--- src/rtl/mux_rr_arbiter.sv ---
// rtl/mux_rr_arbiter.sv - round-robin arbiter and select register for an N:1 mux
module mux_rr_arbiter #(
  parameter int N  = 4,
  parameter int W  = 8,
  parameter int SW = $clog2(N)
) (
  input  logic           clk,
  input  logic           rst,
  input  logic [N-1:0]   req,
  input  logic [N*W-1:0] in_data,
  output logic [N-1:0]   gnt,
  output logic           out_valid,
  output logic [W-1:0]   out_data,
  output logic [SW-1:0]  out_sel,
  input  logic           out_ready
);

  typedef enum logic {EMPTY = 1'b0, FULL = 1'b1} state_t;

  state_t         state_q, state_d;
  logic [W-1:0]   out_data_q, out_data_d;
  logic [SW-1:0]  out_sel_q, out_sel_d;
  logic [SW-1:0]  ptr_q, ptr_d;

  logic           load;
  logic           found;
  logic [SW-1:0]  winner;

  // (a + k) mod N without leaving the select width
  function automatic logic [SW-1:0] wrap_add(input logic [SW-1:0] a, input int k);
    int s;
    s = int'(a) + k;
    if (s >= N) s = s - N;
    return SW'(s);
  endfunction

  // Scan requesters starting at the pointer; first hit wins
  always_comb begin
    found  = 1'b0;
    winner = '0;
    for (int k = 0; k < N; k++) begin
      if (!found && req[wrap_add(ptr_q, k)]) begin
        found  = 1'b1;
        winner = wrap_add(ptr_q, k);
      end
    end
  end

  // Output register can take a beat when empty or being drained this cycle
  assign load = (state_q == EMPTY) || out_ready;

  // Grant only when a beat can be captured; suppressed during reset
  always_comb begin
    gnt = '0;
    if (!rst && load && found) gnt = N'(1) << winner;
  end

  // Next-state: capture on grant, drop to EMPTY on accept with no grant
  always_comb begin
    state_d    = state_q;
    out_data_d = out_data_q;
    out_sel_d  = out_sel_q;
    ptr_d      = ptr_q;
    if (load && found) begin
      state_d    = FULL;
      out_data_d = in_data[int'(winner)*W +: W];
      out_sel_d  = winner;
      ptr_d      = wrap_add(winner, 1);
    end else if (state_q == FULL && out_ready) begin
      state_d = EMPTY;
    end
  end

  // State and output registers with synchronous reset
  always_ff @(posedge clk) begin
    if (rst) begin
      state_q    <= EMPTY;
      out_data_q <= '0;
      out_sel_q  <= '0;
      ptr_q      <= '0;
    end else begin
      state_q    <= state_d;
      out_data_q <= out_data_d;
      out_sel_q  <= out_sel_d;
      ptr_q      <= ptr_d;
    end
  end

  assign out_valid = (state_q == FULL);
  assign out_data  = out_data_q;
  assign out_sel   = out_sel_q;

endmodule

--- config.mk ---
export PLATFORM = sky130hd
export DESIGN_NAME = mux_rr_arbiter
export DESIGN_NICKNAME = d
export VERILOG_FILES = /design/src/rtl/mux_rr_arbiter.sv
export SDC_FILE = /design/constraint.sdc
export NUM_CORES = 1
export LEC_CHECK = 0
export ABC_AREA = 1
export BUFFER_PORTS_ARGS = -buffer_cell sky130_fd_sc_hd__buf_2
export CAP_MARGIN = 20
export CORE_UTILIZATION = 29
export DETAILED_ROUTE_END_ITERATION = 8
export PLACE_DENSITY = 0.52
export SYNTH_ARGS = -nofsm -noshare
export SYNTH_HDL_FRONTEND = slang
export SYNTH_SLANG_ARGS = --single-unit
--- constraint.sdc ---
create_clock -name clk -period 2.8 [get_ports clk]
set_clock_uncertainty 0.2 [all_clocks]
set_input_delay 0.56 -clock clk [delete_from_list [all_inputs] [get_ports clk]]
set_output_delay 0.56 -clock clk [all_outputs]
set_load 0.01 [all_outputs]
# After elaboration in Yosys (flattened, before gate mapping)
# Cells that the tools add are included.
dict set report classes {
  shifts 2
  reduce_logical 13
  add_sub_neg 9
  mux 24
  order_cmp 9
  n_bitwise 1
}
# cell count
set ops {}
lappend ops {{$shiftx 32x6->8} 1}
lappend ops {{$mux 2} 9}
lappend ops {{$ge 3x3->1 const B} 4}
lappend ops {{$lt 2x3->1 const B} 4}
lappend ops {{$mux 1} 10}
lappend ops {{$sub 2x1->2 const B} 5}
lappend ops {{$bmux 1 s2} 4}
lappend ops {{$logic_and 1x1->1} 7}
lappend ops {{$add 2x1->3 const B} 2}
lappend ops {{$add 2x2->3 const B} 2}
lappend ops {{$logic_not 1->1} 4}
lappend ops {{$mux 4} 1}
lappend ops {{$shl 1x2->4 const A} 1}
lappend ops {{$ge 2x3->1 const B} 1}
lappend ops {{$reduce_bool 2->1} 1}
lappend ops {{$logic_or 1x1->1} 1}
lappend ops {{$not 1->1} 1}
dict set report totals {
  elab_cells 62
  output_inout_bits 15
  register_bits 13
  in_bits 39
}

# Depth between registers and ports, before layout
dict set report logic_depth {
  word_depth 17
  ltp_mapped 16
  depth_no_buf 15
}

# Worst setup path after synthesis
# No wires, ideal clock.
dict set report synth_path {
  kind {input -> output}
  start {input port req[3]}
  end {output port gnt[2]}
  slack_ps 345
  path_buffers 1
  stages 10
  t_required_ps 2040
  arrival_ps 1695
  path_cell_list {inv_1 -> nand2_2 -> nand3_2 -> nand2_4 -> nor2_4 -> nand2_2 -> nor2_1 -> nor2_4 -> buf_6 -> nor3_1}
}
dict set report synth_via {
  elab_chain_cells 14
  elab_cells_between_ends 25
  cone_classes {shift: 1; mux: 17; reduce/logical: 7}
}
# item line_no
set synth_rtl {}
lappend synth_rtl {{from (decl)} 9} ;# input logic [N-1:0] req,
lappend synth_rtl {{$bmux 1 s2} 42} ;# if (!found && req[wrap_add(ptr_q, k)]) begin
lappend synth_rtl {{$mux 1 (implied by the code)} 42}
lappend synth_rtl {{$mux 1} 42}
lappend synth_rtl {{$logic_not 1->1} 42}
lappend synth_rtl {{$logic_and 1x1->1} 42}
lappend synth_rtl {{$mux 1} 42}
lappend synth_rtl {{$logic_not 1->1} 42}
lappend synth_rtl {{$logic_and 1x1->1} 42}
lappend synth_rtl {{$mux 1} 42}
lappend synth_rtl {{$logic_not 1->1} 42}
lappend synth_rtl {{$logic_and 1x1->1} 42}
lappend synth_rtl {{$mux 2 / $mux 1 (equally long branches)} 42}
lappend synth_rtl {{$shl 1x2->4 / $logic_and 1x1->1 (equally long branches)} 55} ;# if (!rst && load && found) gnt = N'(1) << winner;
lappend synth_rtl {{$mux 4 *} 55}
lappend synth_rtl {{to (decl)} 11} ;# output logic [N-1:0] gnt,
# Every way passes the cells marked *; elsewhere a longest branch is shown, timed or not. The select of a mux whose other input is x is not followed.

# Worst setup path after layout
dict set report layout_path {
  start {register ptr_q[0]}
  end {output port gnt[2]}
}
dict set report layout_via {
  elab_chain_cells 16
  elab_cells_between_ends 40
  cone_classes {add/sub: 7; order compare: 4; shift: 1; mux: 21; reduce/logical: 7}
}
# item line_no
set layout_rtl {}
lappend layout_rtl {{from (decl)} 23} ;# logic [SW-1:0] ptr_q, ptr_d;
lappend layout_rtl {{from (signal assigned)} 85} ;# ptr_q <= ptr_d;
lappend layout_rtl {{parallel branches: the longest is 15 deep, another holds $add 2x1->3} --}
lappend layout_rtl {{$mux 4 *} 55}
# Every way passes the cells marked *. The select of a mux whose other input is x is not followed.

==> out/qor.yml <==
run_status: "complete, no violations"
fp-row-count: 23
grt_overflow_total: 0
synth_seq_area_share_pct: 21.5
syn_inst: 205
syn_area_sq_um: 1210
p_leak_nw: 0.937
wl_um: 3050
power_density_nw_per_um2: 1310
timing.hold.ws_ns: 0.269
crit_arrival_ns: 1.89
reg2reg_slack_ns: 0.73
cp_data_required_time_ns: 2.04
postSynthAreaPerCell_sq_um: 5.90
regArea_sq_um: 265
htreeDepth: 1
cp-end-kind: "output port"
core_region_area_sq_um: 4000
grt_max_degree: 23
yosys.cell_types.count: 23
synthTopCellsByArea: "dfxtp_1, nand2_1, nand3_1"
hp-class: "register to register"
max_cap_viol_count: 0
place.gp.congestion: 0.852
dp_hpwl_um: 2470
cts_setup_buffers: 0
yosys_warnings: 0
clk_pin_slew_ns: 0.06
hold_viol_final: 0
cts_tree: "built"
cpMostUsedCell: "nand2_2"
fmax_ghz: 0.377
path_delay_family: "simple AND/OR/NAND/NOR gates"
postCtsHoldBufs: 0
critPathLaunchType: "register"
dieArea_sq_um: 4430
slew_violations: 0
area_growth_pct: 30.4
cts_resized: 0
tightest_slew_ns: 0.239
critical_path_class: "register to output port"
worstPathBufferInverterCount: 3
synthesis.nets: 244
rsz0062_at_grt: "no"
numPortBuffers: 53
fp.dieH_um: 66.6
fin_crit_sh_pct: 94.7
drcViolationCount: 0
antenna_found_initial: 0
layout.cells.non_filler: 314
worstReg2RegStart: "ptr_q[0]"
min_period_ns: 2.65
drive_gt1_share_pct: 37.1
antenna_cells: 0
cts_sinks: 13
detail_route.iter0.violations: 28
min_from: "out_sel[0]"
final_nets: 304
reg2reg_to: "out_data[3]"
multiInputGateArea_sq_um: 768
cts_buffers: 3
initial_core_util_pct: 30.2
grt_pass1_wl_um: 5110
ant_nets: 0
holdPathStages: 2
dpl.cell_count: 310
cts_root_buffer: "clkbuf_8"
critPathMaxStageDelay_ns: 0.36
avgRoutedWirePerCell_um: 9.72
cp_cell_sequence: "buf_4 > nand2_1 > nand2_4 > nand2_2 > nand2_2 > nor2_4 > nand2_2 > or2_4 > nand2_4 > inv_4 > nand2_1 > nor3_1 > buf_2"
slowest_stage: "dfxtp_4"
num_vias: 1382
synth_top_area_share_pct: 21.5
clk_path_buf_depth: 2
yosysTopAreaCell: "dfxtp_1"
setup_viol: 0
slew_headroom_pct: 84.1
grt.met1_usage_pct: 18.7
io_pins: 54
n_fill_cell: 444
die_x_um: 66.6
drt-pass1-iter-count: 4
busiest_layer: "met2"
grt_pass1_vias: 1210
rr_worst_depth: 15
ys_seq_elements: 13
track_usage_pct: 14.7
vdd_drop_max_mv: 0.439
vias_per_cell: 4.40
insertion_delay_ns: 0.24
worstPathMaxFanout: 7
min_to: "out_sel[0]"
grtUsageMet2_pct: 24.4
grt_use_met3_pct: 5.14
fin_setup_tns_ns: 0
[cells in the mapped netlist, drive strengths merged]
cell type / count
nor3: 3
nand4: 1
nand3: 33
buf: 9
or2: 1
dfxtp: 13
inv: 23
nand2: 84
o21ai: 8
a21boi: 1
a21oi: 5
nor2: 24
[worst min-delay path, delay by kind of cell, from the launching register on]
kind               cells  cell delay, ns
DFF                    1            0.31
and+or+nand+nor        1            0.06
AOI/OAI and AO/OA      1            0.05
[routing by layer]
layer  vias to the layer above  part of all wire (%)
li1                        759                     -
met1                       585                    49
met2                        38                    43
met3                         0                   7.4
met4                         0                     0
met5                         -                     0
[report_power, final]
part / switching, W / internal, W
sequential: 0.0000475 / 0.000264
clock: 0.0000659 / 0.000100
combinational: 0.000966 / 0.000615
total: 0.00108 / 0.000980
[state kept, by name (all words and copies together) (netlist names)]
| register | count |
|---|---|
| ptr_q | 2 |
| out_sel | 2 |
| out_data | 8 |
| out_valid | 1 |
[worst max-delay path by stage]
| stage | cells after the start | endpoint | startpoint | slack, ns |
|---|---|---|---|---|
| 2_1_floorplan | 10 | gnt[2] | req[3] | 0.34 |
| 3_3_place_gp | 11 | gnt[3] | req[2] | 0.20 |
| 3_5_place_dp | 11 | gnt[2] | req[2] | 0.17 |
| 4_1_cts | 11 | gnt[2] | ptr_q[0] | 0.01 |
| 5_1_grt | 11 | gnt[2] | ptr_q[0] | 0.01 |
| 6_report | 13 | gnt[2] | ptr_q[0] | 0.15 |
[cell families (layout without fill, tap and decap cells)]
| group | Yosys count | in the layout | share of synthesized area (%) |
|---|---|---|---|
| buffers and inverters | 32 | 91 | 15.2 |
| DFF | 13 | 13 | 21.5 |
| and+or+nand+nor | 146 | 146 | 57.3 |
| AOI/OAI and AO/OA | 14 | 14 | 6.00 |
[per-stage QoR]
step | cell area [sq um] | util, % | worst slack [ns] | total power (W)
final | 1580 | 39.4 | 0.148 | 0.00206
after global routing | 1580 | 39.4 | 0.0111 | 0.00231
after CTS | 1570 | 39.3 | 0.0108 | 0.00207
after detailed placement | 1530 | 38.1 | 0.167 | 0.00190
after global placement | 1530 | 38.1 | 0.195 | 0.00191
after floorplan | 1210 | - | 0.345 | 0.00155
[area by class of cell]
cell class / count / share of cell area [%]
clock buffer: 4 / 2.85
multi-input combinational: 160 / 48.7
inverter: 23 / 5.63
timing repair buffer: 64 / 22.0
tap: 50 / 3.97
sequential: 13 / 16.8
[layout by cell type (no fill, tap or decap), types with 5 or more instances in the layout]
cell     count
nor2_1      18
buf_4       11
nand3_1     31
o21ai_1      7
inv_1       19
nand2_2     13
nand2_1     68
a21oi_1      5
dfxtp_1     11
buf_2       53
No activity file was read; power rests on OpenSTA's default activity.
